<file path="config.mk">
export PLATFORM = sky130hd
export DESIGN_NAME = iic_read_arbiter
export DESIGN_NICKNAME = d
export VERILOG_FILES = /design/src/rtl/iic_arb_pkg.sv /design/src/rtl/rr_arbiter.sv /design/src/rtl/iic_read_arbiter.sv
export SDC_FILE = /design/constraint.sdc
export NUM_CORES = 1
export LEC_CHECK = 0
export CELL_PAD_IN_SITES_DETAIL_PLACEMENT = 1
export CELL_PAD_IN_SITES_GLOBAL_PLACEMENT = 1
export CORE_ASPECT_RATIO = 0.6
export CORE_MARGIN = 10
export CORE_UTILIZATION = 35
export CTS_CLUSTER_SIZE = 24
export DETAILED_ROUTE_END_ITERATION = 8
export PLACE_DENSITY = 0.89
export SLEW_MARGIN = 20
export SYNTH_ARGS = -nofsm -noshare
export SYNTH_HDL_FRONTEND = slang
export SYNTH_HIERARCHICAL = 1
export SYNTH_SLANG_ARGS = --single-unit
</file>
<file path="constraint.sdc">
create_clock -name clk -period 6.7 [get_ports clk]
set_clock_uncertainty 0.1 [all_clocks]
set_input_delay 1.005 -clock clk [delete_from_list [all_inputs] [get_ports clk]]
set_output_delay 1.005 -clock clk [all_outputs]
set_load 0.01 [all_outputs]
</file>
<file path="src/rtl/iic_arb_pkg.sv">
// Shared types and constants for the I2C read arbiter.
package iic_arb_pkg;

    localparam int unsigned DevAddrW = 7;
    localparam int unsigned RegAddrW = 16;
    localparam int unsigned LenW     = 8;
    localparam int unsigned RDataW   = 32;
    localparam int unsigned MAX_LEN  = 4;

    typedef enum logic [2:0] {
        StInit,
        StInitWait,
        StArb,
        StIssue,
        StBusy,
        StDone
    } arb_state_e;

    // A read is issuable only for 1..MAX_LEN bytes; anything else is rejected with an error.
    function automatic logic len_valid(input logic [LenW-1:0] len);
        return (len != '0) && (len <= LenW'(MAX_LEN));
    endfunction

endpackage

</file>
<file path="src/rtl/rr_arbiter.sv">
// Combinational round-robin selector: first requester at or after pointer wins.
module rr_arbiter #(
    parameter int unsigned NUM_REQ = 4,
    parameter int unsigned IDX_W   = $clog2(NUM_REQ)
) (
    input  logic [NUM_REQ-1:0] req,
    input  logic [IDX_W-1:0]   pointer,
    output logic [NUM_REQ-1:0] grant,
    output logic [IDX_W-1:0]   index
);

    logic             found;
    logic [IDX_W-1:0] cand;

    // Scan requesters in priority order starting at pointer, wrapping past NUM_REQ-1.
    always_comb begin
        grant = '0;
        index = '0;
        found = 1'b0;
        cand  = '0;
        for (int unsigned i = 0; i < NUM_REQ; i++) begin
            cand = IDX_W'((32'(pointer) + i) % NUM_REQ);
            if (!found && req[cand]) begin
                found       = 1'b1;
                grant[cand] = 1'b1;
                index       = cand;
            end
        end
    end

endmodule

</file>
<file path="src/rtl/iic_read_arbiter.sv">
// Arbitrates register-read requests from several clients onto one I2C front-end.
// One transaction at a time; a front-end timeout forces a re-init before arbitration resumes.
module iic_read_arbiter
    import iic_arb_pkg::*;
#(
    parameter int unsigned NUM_REQ        = 4,
    parameter int unsigned TIMEOUT_CYCLES = 1000000
) (
    input  logic                         clk,
    input  logic                         resetn,
    // requester side
    input  logic [NUM_REQ-1:0]           i_req,
    input  logic [DevAddrW*NUM_REQ-1:0]  i_dev_addr,
    input  logic [RegAddrW*NUM_REQ-1:0]  i_reg_addr,
    input  logic [LenW*NUM_REQ-1:0]      i_len,
    output logic [NUM_REQ-1:0]           o_grant,
    output logic [NUM_REQ-1:0]           o_done,
    output logic                         o_err,
    output logic [RDataW-1:0]            o_rdata,
    // front-end side
    output logic [DevAddrW-1:0]          o_device_addr,
    output logic [RegAddrW-1:0]          o_reg_addr,
    output logic                         o_init_wstrobe,
    output logic [LenW-1:0]              o_read_len,
    output logic                         o_read_len_wstrobe,
    input  logic                         i_iic_idle,
    input  logic [RDataW-1:0]            i_iic_rx_data
);

    localparam int unsigned IdxW = $clog2(NUM_REQ);
    localparam int unsigned CntW = $clog2(TIMEOUT_CYCLES + 1);

    arb_state_e            state_q, state_d;
    logic [IdxW-1:0]       ptr_q, ptr_d;
    logic [NUM_REQ-1:0]    winner_q, winner_d;
    logic [CntW-1:0]       cnt_q, cnt_d;
    logic                  recover_q, recover_d;
    logic [NUM_REQ-1:0]    grant_q, grant_d;
    logic [NUM_REQ-1:0]    done_q, done_d;
    logic                  err_q, err_d;
    logic [RDataW-1:0]     rdata_q, rdata_d;
    logic [DevAddrW-1:0]   dev_q, dev_d;
    logic [RegAddrW-1:0]   reg_q, reg_d;
    logic [LenW-1:0]       len_q, len_d;
    logic                  init_stb_q, init_stb_d;
    logic                  rd_stb_q, rd_stb_d;

    logic [NUM_REQ-1:0]    arb_grant;
    logic [IdxW-1:0]       arb_index;

    logic [DevAddrW-1:0]   dev_arr [NUM_REQ];
    logic [RegAddrW-1:0]   reg_arr [NUM_REQ];
    logic [LenW-1:0]       len_arr [NUM_REQ];

    for (genvar k = 0; k < NUM_REQ; k++) begin : g_unpack
        assign dev_arr[k] = i_dev_addr[k*DevAddrW +: DevAddrW];
        assign reg_arr[k] = i_reg_addr[k*RegAddrW +: RegAddrW];
        assign len_arr[k] = i_len[k*LenW +: LenW];
    end

    rr_arbiter #(
        .NUM_REQ (NUM_REQ),
        .IDX_W   (IdxW)
    ) u_rr_arbiter (
        .req     (i_req),
        .pointer (ptr_q),
        .grant   (arb_grant),
        .index   (arb_index)
    );

    // Next-state and next-output logic; strobes, grant and done are single-cycle pulses.
    always_comb begin
        state_d    = state_q;
        ptr_d      = ptr_q;
        winner_d   = winner_q;
        cnt_d      = cnt_q;
        recover_d  = recover_q;
        grant_d    = '0;
        done_d     = '0;
        err_d      = err_q;
        rdata_d    = rdata_q;
        dev_d      = dev_q;
        reg_d      = reg_q;
        len_d      = len_q;
        init_stb_d = 1'b0;
        rd_stb_d   = 1'b0;

        case (state_q)
            StInit: begin
                if (i_iic_idle) begin
                    init_stb_d = 1'b1;
                    state_d    = StInitWait;
                end
            end
            StInitWait: begin
                // Idle drops during the strobe cycle itself, so only trust it afterwards.
                if (!init_stb_q && i_iic_idle) begin
                    state_d = StArb;
                end
            end
            StArb: begin
                if (|i_req) begin
                    grant_d  = arb_grant;
                    winner_d = arb_grant;
                    dev_d    = dev_arr[arb_index];
                    reg_d    = reg_arr[arb_index];
                    len_d    = len_arr[arb_index];
                    if (arb_index == IdxW'(NUM_REQ - 1)) begin
                        ptr_d = '0;
                    end else begin
                        ptr_d = arb_index + IdxW'(1);
                    end
                    state_d = StIssue;
                end
            end
            StIssue: begin
                if (len_valid(len_q)) begin
                    rd_stb_d = 1'b1;
                    cnt_d    = '0;
                    state_d  = StBusy;
                end else begin
                    done_d  = winner_q;
                    err_d   = 1'b1;
                    rdata_d = '0;
                    state_d = StDone;
                end
            end
            StBusy: begin
                if (!rd_stb_q && i_iic_idle) begin
                    done_d  = winner_q;
                    err_d   = 1'b0;
                    rdata_d = i_iic_rx_data;
                    state_d = StDone;
                end else if (cnt_q == CntW'(TIMEOUT_CYCLES - 1)) begin
                    done_d    = winner_q;
                    err_d     = 1'b1;
                    rdata_d   = '0;
                    recover_d = 1'b1;
                    state_d   = StDone;
                end else begin
                    cnt_d = cnt_q + CntW'(1);
                end
            end
            StDone: begin
                // o_done is high during this state; a hung front-end gets re-initialised.
                if (recover_q) begin
                    recover_d = 1'b0;
                    state_d   = StInit;
                end else begin
                    state_d = StArb;
                end
            end
            default: begin
                state_d = StInit;
            end
        endcase
    end

    // State and registered outputs with synchronous active-low reset.
    always_ff @(posedge clk) begin
        if (!resetn) begin
            state_q    <= StInit;
            ptr_q      <= '0;
            winner_q   <= '0;
            cnt_q      <= '0;
            recover_q  <= 1'b0;
            grant_q    <= '0;
            done_q     <= '0;
            err_q      <= 1'b0;
            rdata_q    <= '0;
            dev_q      <= '0;
            reg_q      <= '0;
            len_q      <= '0;
            init_stb_q <= 1'b0;
            rd_stb_q   <= 1'b0;
        end else begin
            state_q    <= state_d;
            ptr_q      <= ptr_d;
            winner_q   <= winner_d;
            cnt_q      <= cnt_d;
            recover_q  <= recover_d;
            grant_q    <= grant_d;
            done_q     <= done_d;
            err_q      <= err_d;
            rdata_q    <= rdata_d;
            dev_q      <= dev_d;
            reg_q      <= reg_d;
            len_q      <= len_d;
            init_stb_q <= init_stb_d;
            rd_stb_q   <= rd_stb_d;
        end
    end

    assign o_grant            = grant_q;
    assign o_done             = done_q;
    assign o_err              = err_q;
    assign o_rdata            = rdata_q;
    assign o_device_addr      = dev_q;
    assign o_reg_addr         = reg_q;
    assign o_init_wstrobe     = init_stb_q;
    assign o_read_len         = len_q;
    assign o_read_len_wstrobe = rd_stb_q;

endmodule

</file>
==> flow_summary_export.csv <==
group,metric,value,unit
run_status,status,"complete, no violations",
critical_path,crit_required,6.80,ns
detailed_routing,drt_iter0_markers,262,
clock_tree,post_cts_buffers,0,
finish,nFillCells,1768,
floorplan,dieArea,0.0222,mm^2
clock_tree,htreeDepth,3,
critical_path,crit_arrival,4.03,ns
synth,synthFlopType,"dfxtp_1",
detailed_routing,ant_nets,0,
critical_path,worstReg2RegStart,"ptr_q[0]",
floorplan,start_util,35.6,%
place,gp_congestion,0.768,
timing,relSlewSlack,28.4,%
critical_path,crit_start,"i_req[3]",
global_route,antenna_found_initial,0,
critical_path,worstPathMaxFanout,32,
timing,fin_tns_setup,0,ns
floorplan,die_x,186,um
global_route,track_usage,18.1,%
finish,layout_common_cells,"clkdlybuf4s50_1, nand2_1, dfxtp_1, a21oi_1, mux4_2",
clock_tree,holdBufCountCts,0,
floorplan,core_area,0.0162,mm^2
pwr,power_density,186,mW/mm^2
timing,layout_min_cycle_time,3.93,ns
finish,antenna_cells,0,
synth,yosysSeqAreaShare,36.0,%
critical_path,crit_type,"input pin to flop",
place,io_buffer_count,236,
detailed_routing,wl_per_cell,20.5,um
floorplan,rows,36,
timing,tightest_slew,1.07,ns
global_route,grt_pass1_wl,32.2,mm
critical_path,end_kind,"flop",
clock_tree,clockBufferDepth,2,
timing,period_share,58.7,%
critical_path,start_kind,"input pin",
place,placed_area,0.00815,mm^2
global_route,grt_max_degree,44,
timing,finalHoldViolCount,0,
synth,syn_area,0.00578,mm^2
finish,final_area,0.00846,mm^2
synth,synth_fp_nets,758,
clock_tree,path_clk_slew,0.08,ns
detailed_routing,vias,5398,
timing,drv_slew,0,
worst_hold_path,worstHoldStart,"winner_q[0]",
detailed_routing,viasPerCell,5.36,
synth,synthArstFlopShare,0,%
clock_tree,cts_tree,"done",
clock_tree,cts_resized,0,
timing,setup_viol,0,
finish,regArea,0.00208,mm^2
global_route,grt_remaining_overflow,0,
pwr,p_leak,0.00288,uW
detailed_routing,dr.pass1.iters,4,
finish,final_nets,963,
run,cap_violations,0,
global_route,grt_pass1_vias,5864,
synth,ys_ff_latch,104,
floorplan,dieHeight,120,um
worst_hold_path,hp-class,"flop to flop",
timing,clock.fmax,254,MHz
synth,postSynthAreaPerCell,9.83,um^2
synth,yosysUniqueCellTypes,65,
floorplan,io_pins,237,
clock_tree,cts_sinks,104,
synth,synth_edf_count,0,
synth,yosysTopAreaCell,"dfxtp_1",
pwr,total_power,1580,uW
pwr,ir_drop,0.117,mV
clock_tree,root_buffer,"clkbuf_16",
finish,multi_input_comb_area,0.00335,mm^2
synth,yosysWarnings,6,
finish,drive_above_1_share,15.0,%
clock_tree,clk-insertion-delay-late,0.34,ns
timing,rsz0062_at_grt,"false",
place,dp_hpwl,16.1,mm
synth,synth.area.top_cells,"dfxtp_1, mux4_2, nand2_1",
detailed_routing,routed_wl,20.6,mm
clock_tree,cts_buffers,9,
finish,mostFrequentLayoutCell,"clkdlybuf4s50_1",
synth,synth_top_cell_area_share,36.0,%
detailed_routing,drc,0,
finish,syn_to_final_growth,46.3,%
synth,synth_cells,588,
logic make-up after synthesis:
logic type / after synthesis / synth area share, %
AO/OA/AOI/OAI: 133 / 18.6
AND/OR/NAND/NOR: 241 / 21.9
flip-flops: 104 / 36.0
buffers and inverters: 59 / 6.77
multiplexers: 44 / 15.2
adder cells (fa/ha/maj): 7 / 1.52
synthesized netlist by cell type, types with 2 or more instances:
cell,instances
nand2_1,150
dfxtp_1,104
a21oi_1,47
mux4_2,35
o31ai_2,30
buf_2,19
clkbuf_1,16
nand3_1,16
o31ai_1,15
buf_6,8
mux2i_1,8
or4_1,8
and3_1,7
ha_1,7
inv_1,7
a211oi_1,6
a21oi_2,6
nand3b_1,6
nand4_1,6
nor2_1,6
o2bb2ai_1,5
or4_4,5
a221oi_1,4
buf_12,4
nor2b_1,4
o311a_1,4
o21ai_0,3
or3_1,3
and2_1,2
and4_1,2
and4_4,2
buf_4,2
nand2b_1,2
nand4_4,2
nor2b_4,2
nor3_1,2
nor3_4,2
nor3b_1,2
nor4_1,2
nor4_2,2
routing by layer:
| metal | wire length, um | share of wire [%] | global-route usage [%] | vias to the layer above |
|---|---|---|---|---|
| met3 | 2000 | 9.7 | 7.41 | 15 |
| li1 | - | - | - | 2584 |
| met4 | 211 | 1.0 | 3.36 | 0 |
| met1 | 8580 | 42 | 21.1 | 2609 |
| met5 | 0 | 0 | 0 | - |
| met2 | 9830 | 48 | 30.8 | 190 |
cell type report:
cell class | instances | area share (%)
clock buffer | 10 | 2.83
clock inverter | 6 | 0.710
inverter | 9 | 0.429
multi-input combinational | 425 | 39.7
sequential | 104 | 24.6
tap | 209 | 3.09
timing repair buffer | 244 | 28.6
power by group:
group | internal, uW | leakage, uW | switching (uW)
Sequential | 635 | 0.000839 | 19.1
Combinational | 230 | 0.00190 | 168
Clock | 271 | 0.000140 | 252
Total | 1140 | 0.00288 | 439
critical path: stages:
cell and delay, ns:
clkdlybuf4s50_1 0.57, mux4_2 0.66, nor2b_4 0.24, a221oi_2 0.11
o2bb2ai_4 0.83, mux4_2 0.42, nand2_1 0.10, a21oi_1 0.07
flip-flops by register name, indices dropped and copies added (netlist names):
| register | flops |
|---|---|
| o_reg_addr | 16 |
| ptr_q | 2 |
| o_device_addr | 7 |
| o_read_len_wstrobe | 1 |
| o_grant | 4 |
| o_read_len | 8 |
| cnt_q | 20 |
| o_done | 4 |
| winner_q | 4 |
| o_init_wstrobe | 1 |
| state_q | 3 |
| o_err | 1 |
| o_rdata | 32 |
| recover_q | 1 |
through the flow:
step / std cells / utilization (%) / hold WS [ns] / setup slack (ns)
2_1_floorplan: 588 / - / 0.328 / 3.37
3_3_place_gp: 991 / 50.3 / 0.334 / 2.54
3_5_place_dp: 991 / 50.3 / 0.340 / 2.42
4_1_cts: 1007 / 52.1 / 0.349 / 2.79
5_1_grt: 1007 / 52.1 / 0.364 / 2.58
6_report: 1007 / 52.1 / 0.347 / 2.77
path summary, 6_finish.rpt:
kind	slack [ns]	end	cells after the start
setup / recovery	2.77	o_device_addr[5]	8
hold / removal	0.35	o_done[0]	1
setup reg to reg	2.85	o_device_addr[5]	9
hold reg to reg	0.35	o_done[0]	1
No activity file was read; power rests on OpenSTA's default activity.
